==> src/rtl/axis_write_mux.sv <==
// N-channel AXI write multiplexer: round-robin AW arbitration per burst, W routed in
// grant order through an order FIFO, B routed back by ID with sticky per-channel error flags.
module axis_write_mux #(
    parameter int CHANNELS       = 4,
    parameter int CH_WIDTH       = 2,
    parameter int ORDER_AWIDTH   = 3,
    parameter int AXI_ID_WIDTH   = 8,
    parameter int AXI_LEN_WIDTH  = 8,
    parameter int AXI_ADDR_WIDTH = 32,
    parameter int AXI_DATA_WIDTH = 256
) (
    input  logic                                 clk,
    input  logic                                 rst,
    input  logic [CHANNELS*AXI_ADDR_WIDTH-1:0]   s_awaddr,
    input  logic [CHANNELS*AXI_LEN_WIDTH-1:0]    s_awlen,
    input  logic [CHANNELS-1:0]                  s_awvalid,
    output logic [CHANNELS-1:0]                  s_awready,
    input  logic [CHANNELS*AXI_DATA_WIDTH-1:0]   s_wdata,
    input  logic [CHANNELS-1:0]                  s_wlast,
    input  logic [CHANNELS-1:0]                  s_wvalid,
    output logic [CHANNELS-1:0]                  s_wready,
    output logic [CHANNELS-1:0]                  s_bvalid,
    input  logic [CHANNELS-1:0]                  s_bready,
    output logic [CHANNELS-1:0]                  wr_err,
    input  logic [CHANNELS-1:0]                  wr_err_clr,
    output logic [AXI_ADDR_WIDTH-1:0]            axi_awaddr,
    output logic [AXI_LEN_WIDTH-1:0]             axi_awlen,
    output logic [AXI_ID_WIDTH-1:0]              axi_awid,
    output logic                                 axi_awvalid,
    input  logic                                 axi_awready,
    output logic [AXI_DATA_WIDTH-1:0]            axi_wdata,
    output logic [AXI_ID_WIDTH-1:0]              axi_wid,
    output logic                                 axi_wlast,
    output logic                                 axi_wvalid,
    input  logic                                 axi_wready,
    input  logic [AXI_ID_WIDTH-1:0]              axi_bid,
    input  logic [1:0]                           axi_bresp,
    input  logic                                 axi_bvalid,
    output logic                                 axi_bready
);

    localparam int DEPTH = 2**ORDER_AWIDTH;

    typedef enum logic {OUT_EMPTY, OUT_FULL} out_state_t;

    out_state_t                 r_state, w_state_next;
    logic [CH_WIDTH-1:0]        r_rr_ptr;
    logic [CH_WIDTH-1:0]        w_win;
    logic                       w_any;
    logic                       w_load;
    logic [AXI_ADDR_WIDTH-1:0]  r_awaddr;
    logic [AXI_LEN_WIDTH-1:0]   r_awlen;
    logic [AXI_ID_WIDTH-1:0]    r_awid;

    logic [ORDER_AWIDTH:0]      r_wr_ptr, r_rd_ptr;
    logic [CH_WIDTH-1:0]        r_fifo [DEPTH];
    logic                       w_full, w_empty, w_pop;
    logic [CH_WIDTH-1:0]        w_head;

    logic [CH_WIDTH-1:0]        w_bch;
    logic                       w_bid_ok;
    logic                       w_berr;
    logic [CHANNELS-1:0]        w_err_set;
    logic [CHANNELS-1:0]        r_wr_err;

    function automatic logic [CH_WIDTH-1:0] f_wrap(input logic [CH_WIDTH-1:0] base, input int off);
        int sum;
        sum = int'(base) + off;
        if (sum >= CHANNELS)
            sum = sum - CHANNELS;
        return CH_WIDTH'(sum);
    endfunction

    // Walk offsets from the far end so the closest requester to rr_ptr is written last.
    always_comb begin
        w_any = 1'b0;
        w_win = '0;
        for (int i = CHANNELS-1; i >= 0; i--) begin
            if (s_awvalid[f_wrap(r_rr_ptr, i)]) begin
                w_any = 1'b1;
                w_win = f_wrap(r_rr_ptr, i);
            end
        end
    end

    always_comb begin
        w_state_next = r_state;
        w_load       = 1'b0;
        s_awready    = '0;
        if (!rst && (r_state == OUT_EMPTY || axi_awready) && !w_full && w_any) begin
            w_load          = 1'b1;
            s_awready[w_win] = 1'b1;
            w_state_next    = OUT_FULL;
        end else if (r_state == OUT_FULL && axi_awready) begin
            w_state_next    = OUT_EMPTY;
        end
    end

    always_ff @(posedge clk or posedge rst) begin
        if (rst) begin
            r_state  <= OUT_EMPTY;
            r_rr_ptr <= '0;
            r_awaddr <= '0;
            r_awlen  <= '0;
            r_awid   <= '0;
        end else begin
            r_state <= w_state_next;
            if (w_load) begin
                r_rr_ptr <= (w_win == CH_WIDTH'(CHANNELS-1)) ? '0 : w_win + 1'b1;
                r_awaddr <= s_awaddr[w_win*AXI_ADDR_WIDTH +: AXI_ADDR_WIDTH];
                r_awlen  <= s_awlen[w_win*AXI_LEN_WIDTH +: AXI_LEN_WIDTH];
                r_awid   <= AXI_ID_WIDTH'(w_win);
            end
        end
    end

    assign axi_awvalid = (r_state == OUT_FULL);
    assign axi_awaddr  = r_awaddr;
    assign axi_awlen   = r_awlen;
    assign axi_awid    = r_awid;

    // Full is judged on the pre-pop occupancy, so a pop never frees a slot in its own cycle.
    assign w_empty = (r_wr_ptr == r_rd_ptr);
    assign w_full  = (r_wr_ptr[ORDER_AWIDTH] != r_rd_ptr[ORDER_AWIDTH]) &&
                     (r_wr_ptr[ORDER_AWIDTH-1:0] == r_rd_ptr[ORDER_AWIDTH-1:0]);

    always_ff @(posedge clk or posedge rst) begin
        if (rst) begin
            r_wr_ptr <= '0;
            r_rd_ptr <= '0;
        end else begin
            if (w_load)
                r_wr_ptr <= r_wr_ptr + 1'b1;
            if (w_pop)
                r_rd_ptr <= r_rd_ptr + 1'b1;
        end
    end

    always_ff @(posedge clk) begin
        if (w_load)
            r_fifo[r_wr_ptr[ORDER_AWIDTH-1:0]] <= w_win;
    end

    assign w_head     = r_fifo[r_rd_ptr[ORDER_AWIDTH-1:0]];
    assign axi_wvalid = !w_empty && s_wvalid[w_head];
    assign axi_wdata  = s_wdata[w_head*AXI_DATA_WIDTH +: AXI_DATA_WIDTH];
    assign axi_wlast  = s_wlast[w_head];
    assign axi_wid    = AXI_ID_WIDTH'(w_head);
    assign w_pop      = axi_wvalid && axi_wready && axi_wlast;

    // Unknown IDs are sunk so a stray response can never stall the B channel.
    assign w_bch      = axi_bid[CH_WIDTH-1:0];
    assign w_bid_ok   = (axi_bid < AXI_ID_WIDTH'(CHANNELS));
    assign axi_bready = !rst && (w_bid_ok ? s_bready[w_bch] : 1'b1);
    assign w_berr     = axi_bvalid && axi_bready && w_bid_ok && (axi_bresp != 2'b00);

    genvar gi;
    generate
        for (gi = 0; gi < CHANNELS; gi++) begin : g_ch
            assign s_wready[gi]  = axi_wready && !w_empty && (w_head == CH_WIDTH'(gi));
            assign s_bvalid[gi]  = !rst && axi_bvalid && w_bid_ok && (w_bch == CH_WIDTH'(gi));
            assign w_err_set[gi] = w_berr && (w_bch == CH_WIDTH'(gi));
        end
    endgenerate

    always_ff @(posedge clk or posedge rst) begin
        if (rst)
            r_wr_err <= '0;
        else
            r_wr_err <= (r_wr_err & ~wr_err_clr) | w_err_set;
    end

    assign wr_err = r_wr_err;

endmodule

==> config.mk <==
export PLATFORM = sky130hd
export DESIGN_NAME = axis_write_mux
export DESIGN_NICKNAME = d
export VERILOG_FILES = /design/src/rtl/axis_write_mux.sv
export SDC_FILE = /design/constraint.sdc
export NUM_CORES = 1
export LEC_CHECK = 0
export ABC_AREA = 1
export BUFFER_PORTS_ARGS = -buffer_cell sky130_fd_sc_hd__buf_4
export CAP_MARGIN = 20
export CORE_AREA = 2 2 596 598
export CTS_CLUSTER_SIZE = 24
export DETAILED_ROUTE_END_ITERATION = 6
export DIE_AREA = 0 0 598 600
export SYNTH_ARGS = -nofsm -noshare
export SYNTH_HDL_FRONTEND = slang
export SYNTH_SLANG_ARGS = --single-unit
==> constraint.sdc <==
create_clock -name clk -period 3.23 [get_ports clk]
set_clock_uncertainty 0.1 [all_clocks]
set_input_delay 0.646 -clock clk [delete_from_list [all_inputs] [get_ports clk]]
set_output_delay 0.646 -clock clk [all_outputs]
set_load 0.05 [all_outputs]
After elaboration in Yosys (flattened, before gate mapping)

Memories as Yosys holds them, arrays and structs flattened.
Index checks and enable logic that the tools add are counted.

$add $sub $neg: 10
Order comparisons: 13
Eq/ne operators: 10
Shift-type cells: 3
Mux-type cells: 36
Bitwise operators: 4
Reduce and logical (&&, ||, !) cells: 36

Operators by type and width:

| cell                                                                         | number |
|---|---|
| 1024-bit by 11-bit indexed part select with 256-bit output                   | 1 |
| 128-bit by 8-bit indexed part select with 32-bit output                      | 1 |
| 32-bit by 6-bit indexed part select with 8-bit output                        | 1 |
| 1-bit logical AND                                                            | 28 |
| 2-bit by 3-bit less-than comparator with 1-bit output, second input constant | 7 |
| 1-bit two-way mux                                                            | 18 |
| 2-bit two-way mux                                                            | 9 |
| 1-bit binary-select mux with 2-bit select                                    | 7 |
| 2-bit == test, second input constant                                         | 5 |
| 3-bit greater-or-equal comparator, second input constant                     | 3 |
| 4-bit by 1-bit adder with 4-bit output, second input constant                | 2 |
| 8-bit by 3-bit less-than comparator with 1-bit output, second input constant | 1 |
| 2-bit by 1-bit subtractor with 2-bit output, second input constant           | 4 |
| 2-bit by 2-bit adder with 3-bit output, second input constant                | 2 |
| 4-bit AND                                                                    | 1 |
| 2-bit by 1-bit == test with 1-bit output, second input constant              | 2 |
| 4-bit == test                                                                | 1 |
| 2-bit zero test                                                              | 2 |
| 4-bit two-way mux                                                            | 1 |
| 4-bit NOT                                                                    | 1 |
| 4-bit OR                                                                     | 1 |
| 2-bit nonzero test                                                           | 2 |
| 2-bit by 1-bit adder with 3-bit output, second input constant                | 1 |
| 3-bit == test                                                                | 1 |
| other kinds (8)                                                              | 10 |

Bits in registers: 57
RAM bits: 16
Input port bits: 1,219
Output and inout bits: 332
Memories: 1

Memories:

| name   | words | width | rd ports | clocked after Yosys merged registers in | write ports | RTL line | text |
|---|---|---|---|---|---|---|---|
| r_fifo | 8     | 2     | 1        | 0                                       | 1           | 56       | `logic [CH_WIDTH-1:0] r_fifo [DEPTH];` |

Depth between registers and ports, before layout

Gate-level depths: netlist (run 1).

Depth after elaboration: 14
Mapped depth: 14
Mapped depth without buffers: 13

Worst setup path before layout (run 1)

OpenSTA, ideal clock, no wires.

Path type: in2out
Start: in rst
End: out s_bvalid[0]
Data arrival time: 3.344 ns
Required time: 2.484 ns
Slack: -0.860 ns
Stages: 3
Buffers on the path: 0
Cells stage by stage: inv_1 -> nand3_1 -> nor3_1

Cells in the longest elaborated chain, start to end: 4

RTL lines:

| element                          | RTL line | text |
|---|---|---|
| start, declared                  | 13       | `input logic rst,` |
| 1-bit zero test (no source line) | -        |  |
| 1-bit logical AND (3 in series)  | 161      | `assign s_bvalid[gi] = !rst && axi_bvalid && w_bid_ok && (w_bch == CH_WIDTH'(gi));` |
| end, declared                    | 22       | `output logic [CHANNELS-1:0] s_bvalid,` |

No other way between the ends.

Worst setup path after layout (run 1)

Start: reg r_rd_ptr[0]
End: out axi_wdata[159]

Cells in the longest elaborated chain, start to end: 2

RTL lines:

| element                                                    | RTL line | text |
|---|---|---|
| start, declared                                            | 55       | `logic [ORDER_AWIDTH:0] r_wr_ptr, r_rd_ptr;` |
| start signal, assigned                                     | 135      | `r_rd_ptr <= r_rd_ptr + 1'b1;` |
| memory 8 x 2 bit                                           | -        |  |
| 1024-bit by 11-bit indexed part select with 256-bit output | 146      | `assign axi_wdata = s_wdata[w_head*AXI_DATA_WIDTH +: AXI_DATA_WIDTH];` |
| end, declared                                              | 31       | `output logic [AXI_DATA_WIDTH-1:0] axi_wdata,` |

No other way between the ends.

==> results of run 1 <==
## area by class of cell
| class | instances | share of cell area (%) |
|---|---|---|
| antenna | 94 | 0.649 |
| clock buffer | 10 | 0.691 |
| clock inverter | 6 | 0.128 |
| inverter | 159 | 1.66 |
| multi-input combinational | 1586 | 27.2 |
| sequential | 73 | 5.27 |
| tap | 4620 | 16.0 |
| timing repair buffer | 1889 | 48.5 |
## worst reg2reg max path: cells and delay by family, from the launching register on
family	cells	cell delay, ns
simple gates	9	1.68
flops	1	0.64
buf+inv	2	0.53
## flip-flops by register name, summed over array words and instances (netlist names)
name / cells
axi_awaddr: 32
r_fifo: 16
axi_awlen: 8
r_rd_ptr: 4
r_wr_ptr: 4
wr_err: 4
axi_awid: 2
r_rr_ptr: 2
axi_awvalid: 1
## routing by layer
layer	global-route usage, %	wire length [um]	vias to the layer above
met4	6.27	14400	200
met3	8.11	38200	731
met1	18.6	119000	11700
met2	30.3	160000	1874
li1	-	-	10500
met5	0	1350	-
## cells in the mapped netlist
cell      instances  area, um^2
buf_6             1        11.3
dfrtp_1          57        1430
clkbuf_1         36         135
buf_2           121         606
a22oi_1         256        1920
o21a_1            1        7.51
xnor2_1           2        17.5
nand2_2           2        12.5
nand2_4           2        22.5
o32ai_1           2        17.5
o22ai_1           2        12.5
conb_1            1        3.75
nand2_1         514        1930
o21ai_0           5        25.0
nor2_4            1        11.3
buf_4            33         248
inv_1           154         578
nand4_1           1        6.26
o21ai_1           2        10.0
edfxtp_1         16         480
nor2_1           29         109
a31oi_1           2        12.5
nand3_2           1        10.0
or2_0             3        18.8
or2_1            41         257
nor3_1            7        35.0
nand3_4           1        17.5
nor2_2            4        25.0
inv_2             5        18.8
a21oi_2           1        8.76
nand3_1         680        3400
ha_1              6        75.1
xor2_1            6        52.6
a21oi_1           1        5.00
buf_1             2        7.51
nand3b_1          2        15.0
## timing repair
item,4_1_cts,5_1_grt
setup endpoints to repair,265,269
buffers inserted,46,18
resized for setup,339,316
cloned,16,13
hold buffers,0,0
pin swaps,63,63
## worst max-delay path by stage
stage	start	endpoint	slack, ns
finish	r_rd_ptr[0]	axi_wdata[159]	-0.50
global route	r_rd_ptr[0]	axi_wdata[193]	-0.58
CTS	r_rd_ptr[0]	axi_wdata[193]	-0.55
detailed placement	r_rd_ptr[0]	axi_wdata[193]	-0.93
global placement	r_rd_ptr[0]	axi_wdata[193]	-1.0
floorplan	rst	s_bvalid[0]	-0.16
## through the flow
step           instances  util [%]  cell area [um^2]
2_1_floorplan       2011         -             11600
3_3_place_gp        8236      8.89             31300
3_5_place_dp        8236      8.89             31300
4_1_cts             8314      9.70             34100
5_1_grt             8399      10.3             36100
6_report            8437      10.3             36200
## cells by family (layout without fill, tap and decap cells)
| logic type | Yosys count | after routing |
|---|---|---|
| other cells | 1 | 106 |
| compound gates | 272 | 272 |
| fa+ha+maj | 6 | 6 |
| simple gates | 1288 | 1288 |
| buf+inv | 352 | 2064 |
| xor+xnor | 8 | 8 |
| flops | 73 | 73 |
==> results.json, run 1 <==
{
  "ctsRootBufferMaster": "clkbuf_16",
  "critical_path_peak_fanout": 8,
  "synth-xor-area-share_pct": 0.607,
  "cts.path.max_buffers": 2,
  "synthToLayoutAreaGrowth_pct": 214,
  "worst_path_dominant_cell_family": "buffers and inverters",
  "cts.htree.levels": 3,
  "final_hold_viol_count": 0,
  "final_nets": 4943,
  "routedWlPerCell_um": 39.5,
  "critical_path.cell_chain": "buf_6 -> nand2_2 -> nand3_2 -> nand2_1 -> nand2_1 -> nand2_2 -> nor2_4 -> buf_12 -> buf_16 -> buf_16 -> buf_12 -> a22oi_2 -> buf_4 -> nand3_2 -> buf_6",
  "synth.cell_area_mm2": 0.0116,
  "final_cell_mix": "buf_4 (1557), nand3_1 (544), nand2_1 (476)",
  "wirelength_um": 333000,
  "fin_setup_tns_ns": -57.95,
  "outcome": "finished, violations left",
  "die_width_um": 598,
  "syn-mean-instance-area_um2": 5.78,
  "core_mm2": 0.352,
  "report.final.slew_viol_count": 0,
  "timing.slew.headroom_pct": 28.6,
  "hold_depth": 2,
  "post-route-worst-setup-slack_ns": -0.496,
  "layout-drive-gt1-share_pct": 59.3,
  "timing.final.crit_period_ns": 3.73,
  "critPathSlowestCell": "dfrtp_2",
  "multi_input_comb_area_mm2": 0.00985,
  "worstSetupEndpointType": "primary output",
  "post_synth_fa_ha_maj_area_fraction_pct": 0.650,
  "seq_area_mm2": 0.00191,
  "synth.ff_latch_count": 73,
  "hpwlAfterDp_um": 299000,
  "via_count_of_the_first_global_routing_pass": 23800,
  "crit_path_max_incr_delay_ns": 0.48,
  "post_synth_mux_area_share_pct": 0,
  "worst_pin_slew_ns": 1.07,
  "clock_tree_from_tritoncts": "yes",
  "global_route_wire_length_before_repair_um": 377000,
  "drt-vias-per-instance": 2.97,
  "worstPathRequired_ns": 2.48,
  "synth_compound_area_share_pct": 17.5,
  "cts_made_buffers": 9,
  "synth_top_family_by_area": "simple AND/OR/NAND/NOR gates",
  "clock_sink_total": 73,
  "rsz0062_at_grt": "true",
  "finalSetupViolCount": 265,
  "post_place_worst_slack_ns": -0.927,
  "detailedRoute.firstIterationViolations": 1854,
  "grt_overflow_total": 0,
  "route.vias.total": 25000,
  "clk_latency_ns": 0.42,
  "die_height_um": 600,
  "holdPathEnd": "wr_err[2]",
  "boundaryPins": 1551,
  "gp_congestion": 1.10,
  "critical_path_arrival_ns": 2.98,
  "grt_max_degree": 69,
  "failed_checks": "setup timing",
  "clock.fmax_mhz": 268,
  "die-area_mm2": 0.359,
  "synthCells": 2000,
  "fillers": 41200,
  "start_kind": "register",
  "yosys.area_share.simple_pct": 50.8,
  "drv.max_cap_violation_count": 0,
  "antenna_found_initial": 356,
  "dr.pass1.iters": 5,
  "min_from": "wr_err_clr[2]",
  "port_buffers": 1538,
  "number_of_design_rule_violations_left_after_detail_routing": 0,
  "num_rows": 218,
  "number_of_logic_stages_on_the_critical_path_including_buffering": 15,
  "worst_r2r_path_depth": 11,
  "most_frequent_standard_cell_in_the_layout_excluding_fill_and_tap_cells": "buf_4",
  "remaining_antenna_violation_count_after_routing": 0,
  "initial_utilization_pct": 3.28,
  "holdWs_ns": 0.305,
  "synthDistinctLibCells": 36,
  "setup.reg_to_reg.worst_slack_ns": 0.23,
  "crit_type": "reg2out",
  "critical_path.reg2reg.endpoint": "axi_awaddr[27]",
  "synth-seq-area-share_pct": 16.5,
  "cp_num_buf_inv": 7,
  "grt_usage_pct": 17.5,
  "worst_hold_path_type": "in2reg",
  "warnings_from_yosys": 0,
  "fin_crit_sh_pct": 115,
  "clock_transition_at_the_register_clock_pins_on_the_worst_setup_and_hold_paths_after_cts_ns": 0.09,
  "critical_register_to_register_path_startpoint": "r_rr_ptr[0]"
}
Power of run 1 is left out: the tool's default activity adds up to more than one toggle a clock period on the data nets, which glitch-free logic cannot reach.
==> run 2, diff against run 1 <==
--- a/config.mk
+++ b/config.mk
@@ -8,10 +8,13 @@
 export ABC_AREA = 1
 export BUFFER_PORTS_ARGS = -buffer_cell sky130_fd_sc_hd__buf_4
 export CAP_MARGIN = 20
-export CORE_AREA = 2 2 596 598
+export CELL_PAD_IN_SITES_DETAIL_PLACEMENT = 1
+export CELL_PAD_IN_SITES_GLOBAL_PLACEMENT = 2
+export CORE_AREA = 2 2 609 611
 export CTS_CLUSTER_SIZE = 24
 export DETAILED_ROUTE_END_ITERATION = 6
-export DIE_AREA = 0 0 598 600
+export DIE_AREA = 0 0 611 613
+export PLACE_DENSITY_LB_ADDON = 0.1
 export SYNTH_ARGS = -nofsm -noshare
 export SYNTH_HDL_FRONTEND = slang
 export SYNTH_SLANG_ARGS = --single-unit
==> run 2 against run 1 <==
The flow still finishes with violations (setup timing). Hold slack better by 0.039 ns. Worst setup slack better by 0.13 ns. Count of clock-buffer cells in the layout up 3. Flip-flop and latch count unchanged. Design area down 5.9%. Critical endpoint is now axi_wdata[33].
==> results.json, run 2 (synthesis results as in run 1) <==
{
  "outcome": "finished, violations left",
  "failed_checks": "setup timing",
  "cts.path.max_buffers": 2,
  "startpoint": "r_rd_ptr[0]",
  "via_count_of_the_first_global_routing_pass": 24300,
  "critPathSlowestCell": "dfrtp_2",
  "grt_overflow_total": 0,
  "cts_made_buffers": 9,
  "critical_path_arrival_ns": 2.85,
  "start_kind": "register",
  "power.net_switching_mw": 38.2,
  "worst_path_dominant_cell_family": "buffers and inverters",
  "crit_path_max_incr_delay_ns": 0.46,
  "gp_congestion": 0.825,
  "worst_pin_slew_ns": 0.782,
  "critical_path_peak_fanout": 5,
  "clock_sink_total": 73,
  "timing.final.crit_period_ns": 3.59,
  "clock.fmax_mhz": 278,
  "remaining_antenna_violation_count_after_routing": 0,
  "report.final.slew_viol_count": 0,
  "rsz0062_at_grt": "true",
  "clk_latency_ns": 0.39,
  "core_mm2": 0.368,
  "drt-vias-per-instance": 2.65,
  "ir_worst_vdd_mv": 0.720,
  "swShare_pct": 64.1,
  "dr.pass1.iters": 4,
  "fin_setup_tns_ns": -44.69,
  "antenna_found_initial": 162,
  "post_place_worst_slack_ns": -0.356,
  "die_width_um": 611,
  "most_frequent_standard_cell_in_the_layout_excluding_fill_and_tap_cells": "buf_4",
  "final_nets": 4888,
  "drv.max_cap_violation_count": 0,
  "numPlacedInstances": 8422,
  "critical_register_to_register_path_startpoint": "r_rr_ptr[0]",
  "grt_max_degree": 85,
  "hpwlAfterDp_um": 225000,
  "final_cell_mix": "buf_4 (1547), nand3_1 (628), nand2_1 (483)",
  "power_per_cell_area_mw_per_mm2": 1750,
  "post-route-worst-setup-slack_ns": -0.362,
  "power.share.combinational_pct": 95.0,
  "wirelength_um": 258000,
  "holdWs_ns": 0.343,
  "synthToLayoutAreaGrowth_pct": 195,
  "seq_power_share_pct": 2.8,
  "largest_reg_flops": 32,
  "routedWlPerCell_um": 30.3,
  "total_power_mw": 59.5,
  "worst_hold_path_type": "in2reg",
  "placed_cell_area_mm2": 0.0304,
  "clock_transition_at_the_register_clock_pins_on_the_worst_setup_and_hold_paths_after_cts_ns": 0.08,
  "total_leakage_power_nw": 15.2,
  "min_from": "wr_err_clr[0]",
  "power.share.clock_pct": 2.2,
  "cp_num_buf_inv": 6,
  "ctsRootBufferMaster": "clkbuf_16",
  "global_route_wire_length_before_repair_um": 307000,
  "final_hold_viol_count": 0,
  "worstPathRequired_ns": 2.48,
  "die-area_mm2": 0.375,
  "timing.slew.headroom_pct": 47.8,
  "detailedRoute.firstIterationViolations": 1087,
  "fillers": 44000,
  "number_of_design_rule_violations_left_after_detail_routing": 0,
  "cts.htree.levels": 3,
  "layoutNonFillerInstCount": 8530,
  "worstSetupEndpointType": "primary output",
  "grt_usage_pct": 12.9,
  "fin_crit_sh_pct": 111,
  "postCtsHoldBufs": 0,
  "final_core_utilization_pct": 9.27,
  "finalSetupViolCount": 260,
  "finish.instance_area_mm2": 0.0341,
  "clock_tree_from_tritoncts": "yes",
  "port_buffers": 1538,
  "internal_power_mw": 21.4,
  "crit_type": "reg2out",
  "route.vias.total": 22600,
  "initial_utilization_pct": 3.14,
  "boundaryPins": 1551,
  "num_rows": 223,
  "critical_path.cell_chain": "buf_6 -> nand2_1 -> nand3_2 -> nand2_2 -> nand2_2 -> nand2_4 -> nor2_4 -> buf_12 -> buf_16 -> buf_12 -> buf_4 -> a22oi_2 -> nand3_1 -> buf_6",
  "layout-drive-gt1-share_pct": 56.0,
  "die_height_um": 613
}
[run 2: worst register-to-register path, stage by stage (launching register included)]
cell     delay [ns]
dfrtp_1        0.52
o21ai_0        0.32
nand2_1        0.12
buf_4          0.15
nand3_2        0.10
nand3_4        0.09
nand2_4        0.19
buf_12         0.34
buf_4          0.40
or2_0          0.23
nand3_1        0.13
nand3_1        0.13
[run 2: routing by layer]
metal / wire length, um / GRT usage (%)
met5: 294 / 0
met3: 16100 / 3.23
met2: 140000 / 25.0
met1: 99200 / 14.5
met4: 2650 / 1.11
[run 2: area by class of cell]
cell class	instances	area, um^2	area share (%)
Timing Repair Buffer	1834	16100	47.3
Multi-Input combinational cell	1586	8990	26.4
Tap cell	4837	6050	17.8
Sequential cell	73	1910	5.60
Inverter	159	603	1.77
Clock buffer	13	282	0.826
Clock inverter	3	68.8	0.202
Antenna cell	25	62.6	0.184
[run 2: timing repair]
| action | CTS | global route |
|---|---|---|
| endpoints found under the setup margin | 262 | 262 |
| gates cloned | 14 | 13 |
| buffers inserted | 19 | 23 |
| pin swaps | 25 | 19 |
| resized for setup | 286 | 198 |
[run 2: worst paths after layout]
path | endpoint | cells past startpoint | slack (ns)
worst min register to register | axi_awaddr[1] | 2 | 0.38
worst min-delay path | wr_err[0] | 2 | 0.34
min in group asynchronous | wr_err[2] | 3 | 0.38
worst max-delay path | axi_wdata[33] | 14 | -0.36
worst max register to register | axi_awaddr[7] | 11 | 0.36
max in group asynchronous | axi_awaddr[19] | 4 | 1.68
[run 2: power by group through the flow]
stage | logic, mW | registers (mW) | clock network [mW]
after floorplan | 25.1 | 2.52 | 0
after global placement | 50.0 | 1.68 | 0
after detailed placement | 49.8 | 1.67 | 0
after CTS | 55.0 | 1.68 | 1.41
after global routing | 59.9 | 1.72 | 1.40
final | 56.6 | 1.66 | 1.30
Note: power is estimated with default switching activity, not from simulation.
==> run 3, diff against run 2 <==
--- a/config.mk
+++ b/config.mk
@@ -14,7 +14,8 @@
 export CTS_CLUSTER_SIZE = 24
 export DETAILED_ROUTE_END_ITERATION = 6
 export DIE_AREA = 0 0 611 613
-export PLACE_DENSITY_LB_ADDON = 0.1
+export GPL_TIMING_DRIVEN = 0
+export PLACE_DENSITY_LB_ADDON = 0.25
 export SYNTH_ARGS = -nofsm -noshare
 export SYNTH_HDL_FRONTEND = slang
 export SYNTH_SLANG_ARGS = --single-unit
==> run 3 against run 2 <==
The run still ends with setup timing left. Final cell count up 0.33%. Via count up 4.2%. Fmax down 11%. Non-clock buffer count up 28. Design area up 7.1%. Register-to-register slack worse by 0.25 ns. Sequential share of layout area down 0.37 points. Critical path depth unchanged.
==> results.json, run 3 (synthesis results as in run 1) <==
{
  "drv.max_cap_violation_count": 0,
  "met3_usage_pct": 3.45,
  "timing.final.crit_period_ns": 4.02,
  "global_route.usage.met2_pct": 29.3,
  "critical_path_peak_fanout": 10,
  "critical_path_arrival_ns": 3.28,
  "grt_most_used_layer": "met2",
  "boundaryPins": 1551,
  "dr.pass1.iters": 5,
  "crit_path_max_incr_delay_ns": 0.73,
  "post-route-worst-setup-slack_ns": -0.795,
  "worst_pin_slew_ns": 0.899,
  "route.vias.total": 23500,
  "post_place_worst_slack_ns": -1.98,
  "critPathSlowestCell": "a22oi_2",
  "number_of_design_rule_violations_left_after_detail_routing": 0,
  "ctsRootBufferMaster": "clkbuf_16",
  "final_nets": 4916,
  "fin_setup_tns_ns": -95.80,
  "start_kind": "register",
  "final_hold_viol_count": 0,
  "most_frequent_standard_cell_in_the_layout_excluding_fill_and_tap_cells": "buf_4",
  "drt-vias-per-instance": 2.75,
  "largest_reg_flops": 32,
  "postCtsHoldBufs": 0,
  "cts.path.max_buffers": 2,
  "grt_max_degree": 29,
  "grt_usage_pct": 15.1,
  "outcome": "finished, violations left",
  "fin_crit_sh_pct": 125,
  "detailedRoute.firstIterationViolations": 1133,
  "failed_checks": "setup timing",
  "clock_tree_from_tritoncts": "yes",
  "critical_path.cell_chain": "clkinv_4 -> buf_8 -> nand2_4 -> nand3_4 -> nand2_2 -> nand2_2 -> nand2_4 -> nor2_4 -> buf_12 -> buf_12 -> buf_16 -> a22oi_2 -> nand3_1 -> buf_6",
  "clk_latency_ns": 0.39,
  "port_buffers": 1537,
  "worst_hold_path_type": "in2async",
  "num_rows": 223,
  "via_count_of_the_first_global_routing_pass": 24700,
  "rsz0062_at_grt": "true",
  "synthToLayoutAreaGrowth_pct": 216,
  "report.final.slew_viol_count": 0,
  "cts.htree.levels": 3,
  "cts_made_buffers": 9,
  "clock_sink_total": 73,
  "grt_overflow_total": 0,
  "clock_transition_at_the_register_clock_pins_on_the_worst_setup_and_hold_paths_after_cts_ns": 0.08,
  "wirelength_um": 296000,
  "worstPathRequired_ns": 2.48,
  "finalSetupViolCount": 265,
  "core_mm2": 0.368,
  "hpwlAfterDp_um": 270000,
  "routedWlPerCell_um": 34.6,
  "remaining_antenna_violation_count_after_routing": 0,
  "global_route.usage.met1_pct": 16.6,
  "worstSetupEndpointType": "primary output",
  "die-area_mm2": 0.375,
  "die_height_um": 613,
  "clock.fmax_mhz": 248,
  "gp_congestion": 0.926,
  "die_width_um": 611,
  "layout-drive-gt1-share_pct": 62.3,
  "global_route_wire_length_before_repair_um": 348000,
  "initial_utilization_pct": 3.14,
  "timing.slew.headroom_pct": 40.1,
  "final_cell_mix": "buf_4 (1428), nand3_1 (530), nand2_1 (442)",
  "antenna_found_initial": 172,
  "crit_type": "reg2out"
}
==> run 3: path summary, 6_finish.rpt <==
check                            endpoint  slack (ns)           from  cells past startpoint
setup / recovery           axi_wdata[162]       -0.79    r_rd_ptr[0]                     14
hold / removal                  wr_err[3]        0.15            rst                      2
setup reg to reg             axi_awlen[4]        0.11    r_rd_ptr[0]                     14
hold reg to reg               r_wr_ptr[3]        0.39    r_wr_ptr[3]                      1
max in group asynchronous    axi_awlen[4]        2.08            rst                      4
min in group clk                wr_err[3]        0.33  wr_err_clr[3]                      2
==> run 3: layout make-up <==
type | instances | area (um^2)
Buffer | 182 | 2300
Sequential cell | 73 | 1910
Multi-Input combinational cell | 1586 | 10500
Timing Repair Buffer | 1680 | 14700
Tap cell | 4837 | 6050
Fill cell | 43900 | 331000
Antenna cell | 25 | 62.6
Inverter | 159 | 618
Clock inverter | 6 | 90.1
Clock buffer | 10 | 229
==> run 3: routing by layer <==
metal | vias to the layer above | part of all wire, % | routed length [um]
met5 | - | 0.15 | 453
met4 | 70 | 2.7 | 7880
met3 | 357 | 6.1 | 18200
met2 | 1143 | 54 | 159000
met1 | 11600 | 37 | 111000
li1 | 10400 | - | -
==> run 3: critical path: cells and delay by family (launching register included) <==
family                 cells  cell delay, ns
AOI/OAI and AO/OA          1            0.73
buffers and inverters      6            0.94
and+or+nand+nor            7            0.66
DFF                        1            0.45
==> run 3: per-stage QoR <==
stage	utilization (%)	std cells	hold WS (ns)	area [um^2]
finish	9.92	8558	0.154	36500
global route	9.91	8541	0.140	36500
CTS	9.34	8488	0.121	34400
detailed placement	8.03	8406	0.368	29500
global placement	7.94	8385	0.372	29200
floorplan	-	2011	0.360	11600
==> run 3: repair_timing <==
| item | in CTS | in global routing |
|---|---|---|
| pin swaps | 152 | 139 |
| setup buffers | 59 | 49 |
| gates resized for setup | 865 | 407 |
| endpoints found under the setup margin | 267 | 267 |
| gates cloned | 11 | 6 |
| hold endpoints to repair | 0 | 0 |
Power of run 3 is left out for the same reason.
